File: src/rtl/mem_arbiter_if.sv
// mem_arbiter_if -- bundle of every request, response and memory-bus signal
// that passes through the memory arbiter.
//
// Handshake rules:
//   - A requester raises *_req_valid and holds it, and its address, command and
//     data, until it sees *_req_grant. A fetch request may also be withdrawn by
//     if_squash. The grant is combinational and occurs in the same cycle that
//     memory accepts the request. Memory accepts by returning a nonzero
//     mem2proc_response tag.
//   - Responses (*_resp_valid) are single-cycle pulses and have no back-pressure.
//
// Modports:
//   slave  : the arbiter side. It takes requests and memory returns, and drives
//            the grants, the responses, the proc2mem bus and outstanding.
//   master : the environment side, which holds the requesters and the memory.
`ifndef XLEN
`define XLEN 32
`endif

interface mem_arbiter_if;
  // fetch port
  logic              if_req_valid;
  logic [`XLEN-1:0]  if_req_addr;
  logic              if_squash;
  logic              if_req_grant;
  logic              if_resp_valid;
  logic [63:0]       if_resp_data;
  // data port
  logic              d_req_valid;
  logic [1:0]        d_req_cmd;
  logic [`XLEN-1:0]  d_req_addr;
  logic [63:0]       d_req_data;
  logic              d_req_grant;
  logic              d_resp_valid;
  logic [63:0]       d_resp_data;
  // memory bus
  logic [1:0]        proc2mem_command;
  logic [`XLEN-1:0]  proc2mem_addr;
  logic [63:0]       proc2mem_data;
  logic [3:0]        mem2proc_response;
  logic [63:0]       mem2proc_data;
  logic [3:0]        mem2proc_tag;
  // status
  logic [4:0]        outstanding;

  modport slave (
    input  if_req_valid, if_req_addr, if_squash,
    input  d_req_valid, d_req_cmd, d_req_addr, d_req_data,
    input  mem2proc_response, mem2proc_data, mem2proc_tag,
    output if_req_grant, if_resp_valid, if_resp_data,
    output d_req_grant, d_resp_valid, d_resp_data,
    output proc2mem_command, proc2mem_addr, proc2mem_data,
    output outstanding
  );

  modport master (
    output if_req_valid, if_req_addr, if_squash,
    output d_req_valid, d_req_cmd, d_req_addr, d_req_data,
    output mem2proc_response, mem2proc_data, mem2proc_tag,
    input  if_req_grant, if_resp_valid, if_resp_data,
    input  d_req_grant, d_resp_valid, d_resp_data,
    input  proc2mem_command, proc2mem_addr, proc2mem_data,
    input  outstanding
  );
endinterface

File: src/rtl/mem_arbiter.sv
// mem_arbiter -- shares one tagged memory port between an instruction-fetch
// requester and a data requester.
//
// Ports:
//   clock  : rising-edge clock
//   reset  : synchronous, active-high. It clears the tag table, the starvation
//            counter and outstanding, and forces the bus idle.
//   bus    : mem_arbiter_if.slave. Holds the fetch and data requests, the
//            grants, the responses, the proc2mem/mem2proc bus and outstanding.
//
// Parameter:
//   STARVE_LIMIT : the number of consecutive data grants allowed while a fetch
//                  request waits. After that many, fetch wins.
//
// Selection and the grants are combinational. Data wins over fetch unless the
// starvation counter has reached STARVE_LIMIT. Fetch is never selected while
// if_squash=1. Each accepted load records its owner in a 16-entry tag table
// indexed by the memory tag. Tag 0 means "none" and is never allocated. A
// returning tag is routed to its owner in the same cycle, unless a squash has
// marked the entry as discard.
`ifndef XLEN
`define XLEN 32
`endif

module mem_arbiter #(
  parameter int STARVE_LIMIT = 2
) (
  input  logic            clock,
  input  logic            reset,
  mem_arbiter_if.slave    bus
);

  localparam logic [1:0] BUS_NONE  = 2'd0;
  localparam logic [1:0] BUS_LOAD  = 2'd1;
  localparam logic [1:0] BUS_STORE = 2'd2;

  // One extra bit keeps the saturating compare free of wrap-around.
  localparam int SW = $clog2(STARVE_LIMIT + 1) + 1;
  localparam logic [SW-1:0] LIMIT = SW'(STARVE_LIMIT);

  // Tag table, one bit per tag in each vector. Owner is 0 for fetch and
  // 1 for data.
  logic [15:0]   ent_valid;
  logic [15:0]   ent_owner;
  logic [15:0]   ent_discard;

  logic [SW-1:0] starve_cnt;
  logic [4:0]    outstanding_q;

  logic          fetch_ok;
  logic          fetch_first;
  logic          sel_fetch;
  logic          sel_data;
  logic          accepted;
  logic          if_grant;
  logic          d_grant;
  logic          alloc;
  logic          alloc_owner;
  logic          ret_hit;
  logic          ret_owner;
  logic          ret_discard;
  logic          inc;
  logic          dec;

  // ---------------------------------------------------------------------------
  // Requester selection
  // ---------------------------------------------------------------------------
  assign fetch_ok    = bus.if_req_valid && !bus.if_squash;
  assign fetch_first = (starve_cnt >= LIMIT);

  always_comb begin
    sel_fetch = 1'b0;
    sel_data  = 1'b0;
    if (!reset) begin
      if (fetch_ok && (fetch_first || !bus.d_req_valid)) begin
        sel_fetch = 1'b1;
      end else if (bus.d_req_valid) begin
        sel_data = 1'b1;
      end
    end
  end

  // The selected requester is driven every cycle, even while memory refuses
  // the request, so the bus shows the retry.
  always_comb begin
    bus.proc2mem_command = BUS_NONE;
    bus.proc2mem_addr    = '0;
    bus.proc2mem_data    = '0;
    if (sel_fetch) begin
      bus.proc2mem_command = BUS_LOAD;
      bus.proc2mem_addr    = bus.if_req_addr;
    end else if (sel_data) begin
      bus.proc2mem_command = bus.d_req_cmd;
      bus.proc2mem_addr    = bus.d_req_addr;
      bus.proc2mem_data    = bus.d_req_data;
    end
  end

  assign accepted = (bus.mem2proc_response != 4'd0);
  assign if_grant = sel_fetch && accepted;
  assign d_grant  = sel_data && accepted;

  assign bus.if_req_grant = if_grant;
  assign bus.d_req_grant  = d_grant;

  // Stores complete on acceptance. Only loads take a table entry.
  assign alloc       = if_grant || (d_grant && (bus.d_req_cmd == BUS_LOAD));
  assign alloc_owner = d_grant;

  // ---------------------------------------------------------------------------
  // Return path
  // ---------------------------------------------------------------------------
  // The table is read before any update from this cycle. A squash in the same
  // cycle therefore cannot suppress a fetch return that is already arriving.
  assign ret_hit     = !reset && (bus.mem2proc_tag != 4'd0) && ent_valid[bus.mem2proc_tag];
  assign ret_owner   = ent_owner[bus.mem2proc_tag];
  assign ret_discard = ent_discard[bus.mem2proc_tag];

  assign bus.if_resp_valid = ret_hit && !ret_owner && !ret_discard;
  assign bus.d_resp_valid  = ret_hit &&  ret_owner && !ret_discard;
  assign bus.if_resp_data  = bus.mem2proc_data;
  assign bus.d_resp_data   = bus.mem2proc_data;

  // outstanding follows the number of valid entries. An allocation only adds
  // one if its slot is free or is being freed in the same cycle.
  assign dec = ret_hit;
  assign inc = alloc &&
               (!ent_valid[bus.mem2proc_response] ||
                (ret_hit && (bus.mem2proc_tag == bus.mem2proc_response)));

  assign bus.outstanding = outstanding_q;

  // ---------------------------------------------------------------------------
  // State
  // ---------------------------------------------------------------------------
  always_ff @(posedge clock) begin
    if (reset) begin
      ent_valid     <= '0;
      ent_owner     <= '0;
      ent_discard   <= '0;
      starve_cnt    <= '0;
      outstanding_q <= '0;
    end else begin
      // Later assignments win: squash, then free, then allocate. A tag that
      // returns and is reallocated in the same cycle ends up valid with its
      // new owner.
      if (bus.if_squash) begin
        ent_discard <= ent_discard | (ent_valid & ~ent_owner);
      end
      if (ret_hit) begin
        ent_valid[bus.mem2proc_tag] <= 1'b0;
      end
      if (alloc) begin
        ent_valid[bus.mem2proc_response]   <= 1'b1;
        ent_owner[bus.mem2proc_response]   <= alloc_owner;
        ent_discard[bus.mem2proc_response] <= 1'b0;
      end

      outstanding_q <= outstanding_q + 5'(inc) - 5'(dec);

      if (!bus.if_req_valid || if_grant) begin
        starve_cnt <= '0;
      end else if (d_grant && (starve_cnt < LIMIT)) begin
        starve_cnt <= starve_cnt + 1'b1;
      end
    end
  end

endmodule

File: src/flat_wrapper.sv
// flat-port wrapper written by rule: the top's interface ports become plain ports
module mem_arbiter_flat 
#(
  parameter int STARVE_LIMIT = 2
)
  (clock, reset, bus_if_req_valid, bus_if_req_addr, bus_if_squash, bus_d_req_valid, bus_d_req_cmd, bus_d_req_addr, bus_d_req_data, bus_mem2proc_response, bus_mem2proc_data, bus_mem2proc_tag, bus_if_req_grant, bus_if_resp_valid, bus_if_resp_data, bus_d_req_grant, bus_d_resp_valid, bus_d_resp_data, bus_proc2mem_command, bus_proc2mem_addr, bus_proc2mem_data, bus_outstanding);
  mem_arbiter_if bus_i ();
  input  logic clock;
  input  logic reset;
  input wire logic [$bits(bus_i.if_req_valid)-1:0] bus_if_req_valid;
  input wire logic [$bits(bus_i.if_req_addr)-1:0] bus_if_req_addr;
  input wire logic [$bits(bus_i.if_squash)-1:0] bus_if_squash;
  input wire logic [$bits(bus_i.d_req_valid)-1:0] bus_d_req_valid;
  input wire logic [$bits(bus_i.d_req_cmd)-1:0] bus_d_req_cmd;
  input wire logic [$bits(bus_i.d_req_addr)-1:0] bus_d_req_addr;
  input wire logic [$bits(bus_i.d_req_data)-1:0] bus_d_req_data;
  input wire logic [$bits(bus_i.mem2proc_response)-1:0] bus_mem2proc_response;
  input wire logic [$bits(bus_i.mem2proc_data)-1:0] bus_mem2proc_data;
  input wire logic [$bits(bus_i.mem2proc_tag)-1:0] bus_mem2proc_tag;
  output wire logic [$bits(bus_i.if_req_grant)-1:0] bus_if_req_grant;
  output wire logic [$bits(bus_i.if_resp_valid)-1:0] bus_if_resp_valid;
  output wire logic [$bits(bus_i.if_resp_data)-1:0] bus_if_resp_data;
  output wire logic [$bits(bus_i.d_req_grant)-1:0] bus_d_req_grant;
  output wire logic [$bits(bus_i.d_resp_valid)-1:0] bus_d_resp_valid;
  output wire logic [$bits(bus_i.d_resp_data)-1:0] bus_d_resp_data;
  output wire logic [$bits(bus_i.proc2mem_command)-1:0] bus_proc2mem_command;
  output wire logic [$bits(bus_i.proc2mem_addr)-1:0] bus_proc2mem_addr;
  output wire logic [$bits(bus_i.proc2mem_data)-1:0] bus_proc2mem_data;
  output wire logic [$bits(bus_i.outstanding)-1:0] bus_outstanding;
  assign bus_i.if_req_valid = bus_if_req_valid;
  assign bus_i.if_req_addr = bus_if_req_addr;
  assign bus_i.if_squash = bus_if_squash;
  assign bus_i.d_req_valid = bus_d_req_valid;
  assign bus_i.d_req_cmd = bus_d_req_cmd;
  assign bus_i.d_req_addr = bus_d_req_addr;
  assign bus_i.d_req_data = bus_d_req_data;
  assign bus_i.mem2proc_response = bus_mem2proc_response;
  assign bus_i.mem2proc_data = bus_mem2proc_data;
  assign bus_i.mem2proc_tag = bus_mem2proc_tag;
  assign bus_if_req_grant = bus_i.if_req_grant;
  assign bus_if_resp_valid = bus_i.if_resp_valid;
  assign bus_if_resp_data = bus_i.if_resp_data;
  assign bus_d_req_grant = bus_i.d_req_grant;
  assign bus_d_resp_valid = bus_i.d_resp_valid;
  assign bus_d_resp_data = bus_i.d_resp_data;
  assign bus_proc2mem_command = bus_i.proc2mem_command;
  assign bus_proc2mem_addr = bus_i.proc2mem_addr;
  assign bus_proc2mem_data = bus_i.proc2mem_data;
  assign bus_outstanding = bus_i.outstanding;
  mem_arbiter #(.STARVE_LIMIT(STARVE_LIMIT)) u_core (.clock(clock), .reset(reset), .bus(bus_i));
endmodule
File: config.mk
export PLATFORM = sky130hd
export DESIGN_NAME = mem_arbiter_flat
export DESIGN_NICKNAME = d
export VERILOG_FILES = /design/src/rtl/mem_arbiter_if.sv /design/src/rtl/mem_arbiter.sv /design/src/flat_wrapper.sv
export SDC_FILE = /design/constraint.sdc
export NUM_CORES = 1
export LEC_CHECK = 0
export ABC_AREA = 1
export CAP_MARGIN = 20
export CORE_AREA = 2 2 173 175
export DETAILED_ROUTE_END_ITERATION = 16
export DIE_AREA = 0 0 175 177
export GPL_ROUTABILITY_DRIVEN = 1
export SYNTH_ARGS = -nofsm -noshare
export SYNTH_HDL_FRONTEND = slang
export SYNTH_SLANG_ARGS = --single-unit
File: constraint.sdc
create_clock -name clock -period 5.55 [get_ports clock]
set_input_delay 1.11 -clock clock [delete_from_list [all_inputs] [get_ports clock]]
set_output_delay 1.11 -clock clock [all_outputs]
set_load 0.02 [all_outputs]
==> results.json <==
{
  "run_status": "finished clean",
  "yosys.area_share.simple_pct": 25.66,
  "cts_tree": "built",
  "switching_share_pct": 32.56,
  "power_frac_seq_pct": 36.3,
  "syn_area_um2": 5223,
  "clk_latency_ns": 0.30,
  "power_frac_comb_pct": 35.1,
  "drc_errors": 0,
  "post_synth_fa_ha_maj_area_fraction_pct": 1.821,
  "whs_ns": 0.4658,
  "setup_viol": 0,
  "drt_iter0_drc": 425,
  "worst_pin_slew_ns": 0.8448,
  "crit_path_start": "bus_mem2proc_tag[0]",
  "clock_sinks": 56,
  "drt_first_pass_iters": 7,
  "clockBufferDepth": 2,
  "cellInternalPower_mw": 0.7669,
  "max_slew_margin_pct": 43.55,
  "grt_max_degree": 48,
  "p_leak_nw": 3.015,
  "syn_area_per_cell_um2": 6.512,
  "min_from": "u_core.ent_owner[6]",
  "synth-edff-count": 0,
  "root_buffer": "clkbuf_16",
  "switchingPower_mw": 0.3703,
  "clk_pin_slew_worst_paths_ns": 0.07,
  "async_reset_ff_share_pct": 0,
  "portBuffers": 249,
  "grt_use_total_pct": 17.31,
  "dp.cells": 1287,
  "die_x_um": 175,
  "via_per_inst": 4.223,
  "synthFlopType": "dfxtp_1",
  "post_cts_buffers": 0,
  "design.die.area_um2": 30980,
  "clockPowerShare_pct": 28.6,
  "hold_class": "register to register",
  "post_cts_resize_count": 0,
  "final_hold_viol_count": 0,
  "fp.coreArea_um2": 29240,
  "area_growth_pct": 39.15,
  "final_nets": 1118,
  "r2r_start": "u_core.starve_cnt[1]",
  "ir_drop_mv": 0.1284,
  "final_util_pct": 24.85,
  "fmax_ghz": 0.2046,
  "start_util_pct": 17.86,
  "tns_ns": 0,
  "wl_per_cell_um": 21.91,
  "max-cap-violations": 0,
  "rrSetupSlack_ns": 2.76,
  "postRouteAntennaNets": 0,
  "dp_slack_ns": 0.7495,
  "crit_fanout": 12,
  "final_cell_mix": "clkdlybuf4s50_1 (248), inv_1 (139), nor2_1 (111), nand2_1 (111), dfxtp_1 (56)",
  "synth.area.mux_share_pct": 0,
  "cts_made_buffers": 5,
  "ctsHoldBuffers": 0,
  "min_path_cells": 2,
  "skew_ns": 0.007077,
  "holdPathEnd": "u_core.ent_owner[6]",
  "dpl-instance-area_um2": 7121,
  "pin_count": 442,
  "multi_input_area_um2": 2384,
  "required_ns": 4.44,
  "yosys_warnings": 0,
  "regArea_um2": 1121,
  "first_global_vias": 5110,
  "arrival_ns": 3.78,
  "grt_remaining_overflow": 0,
  "place_congestion": 0.9224,
  "routed-via-count": 5477,
  "rsz0062_at_grt": "false",
  "hpwl_mm": 24.07,
  "drv_slew": 0,
  "synth_nets": 1016,
  "start_kind": "input pin",
  "synthXorXnorAreaFrac_pct": 0.6708,
  "routed_wl_mm": 28.42,
  "row_count": 63,
  "r2r_end": "u_core.bus.outstanding[4]",
  "r2r_cells": 15,
  "fillCellCount": 3246,
  "seq_area_frac_synth_pct": 21.47,
  "synth_top_family_by_area": "buffers and inverters",
  "cp-end-kind": "output port",
  "powerDensity_nw_per_um2": 156.5,
  "setup.worst_path.class": "input pin to output port",
  "finalWorstSetupSlack_ns": 0.6621,
  "design_area_um2": 7267,
  "grt_first_pass_wirelength_mm": 38.51,
  "layout_commonest_cell": "clkdlybuf4s50_1",
  "synth_compound_area_share_pct": 17.49,
  "die_y_um": 177,
  "synth_seq_cells": 56,
  "antenna_found_initial": 6,
  "fin_crit_ns": 4.888,
  "total_power_mw": 1.137,
  "period_share_pct": 88.07,
  "cts.htree.levels": 2,
  "drive_gt1_share_pct": 7.403,
  "synth_cells": 802,
  "finalNonFillerCells": 1297,
  "synth_cell_types": 33
}
## layer usage
metal | global-route usage (%) | vias up | part of all wire (%)
li1 | - | 2593 | -
met1 | 21.86 | 2496 | 42
met2 | 26.96 | 353 | 44
met3 | 8.419 | 27 | 12
met4 | 2.951 | 8 | 1.3
met5 | 0 | - | 0.17
## worst max-delay path: stages
cell and delay [ns]:
clkdlybuf4s50_1 0.72, inv_1 0.28, nand2_1 0.39, o22ai_1 0.11, o21ai_0 0.25, nand4_1 0.17, nor2_1 0.13, clkdlybuf4s50_1 0.60
## cell families (layout without fill, tap and decap cells)
kind of cell	after synthesis	in the layout
buffers and inverters	316	419
and+or+nand+nor	296	296
AOI/OAI and AO/OA	123	123
DFF	56	56
adders and majority gates	7	7
xor gates and xnor gates	4	4
other	0	2
## cell type report
class / count / share of cell area, %
Clock inverter: 1 / 0.1205
Timing Repair Buffer: 257 / 35.06
Tap cell: 390 / 6.715
Antenna cell: 2 / 0.06887
Clock buffer: 7 / 1.825
Inverter: 154 / 7.989
Multi-Input combinational cell: 430 / 32.80
Sequential cell: 56 / 15.43
## flip-flops by register name, indices dropped and copies added, names as in the netlist
name and flops:
u_core.ent_discard 16, u_core.bus.outstanding 5, u_core.ent_owner 16, u_core.ent_valid 16, u_core.starve_cnt 3
## synth_stat cells (all sizes together) (2+ instances only)
cell | count | area [um2]
ha | 6 | 75.07
clkbuf | 14 | 52.55
xor2 | 3 | 26.28
nor3 | 2 | 10.01
nand2 | 129 | 579.3
inv | 153 | 576.8
buf | 148 | 1085
a22oi | 9 | 67.56
o21a | 3 | 22.52
a211oi | 10 | 125.1
a21oi | 46 | 245.2
a32o | 32 | 320.3
nor2 | 117 | 501.7
nand4 | 7 | 43.79
o22ai | 13 | 81.33
o21ai | 9 | 45.04
nand3 | 41 | 205.2
dfxtp | 56 | 1121
## power by group through the flow
stage / clock, mW / sequential (mW) / combinational [mW]
after floorplan: 0 / 0.428 / 0.296
after detailed placement: 0 / 0.423 / 0.397
after global routing: 0.347 / 0.414 / 0.422
after global placement: 0 / 0.423 / 0.399
after CTS: 0.330 / 0.413 / 0.401
final: 0.325 / 0.413 / 0.399
## how the worst max path moves through the flow
stage	slack, ns	endpoint	cells past startpoint
after floorplan	2.19	bus_d_resp_valid	8
after global placement	0.72	bus_d_resp_valid	10
after detailed placement	0.75	bus_d_resp_valid	11
after CTS	0.74	bus_d_resp_valid	11
after global routing	0.46	bus_if_resp_valid	8
final	0.66	bus_if_resp_valid	8
Note: power is estimated with default switching activity, not from simulation.
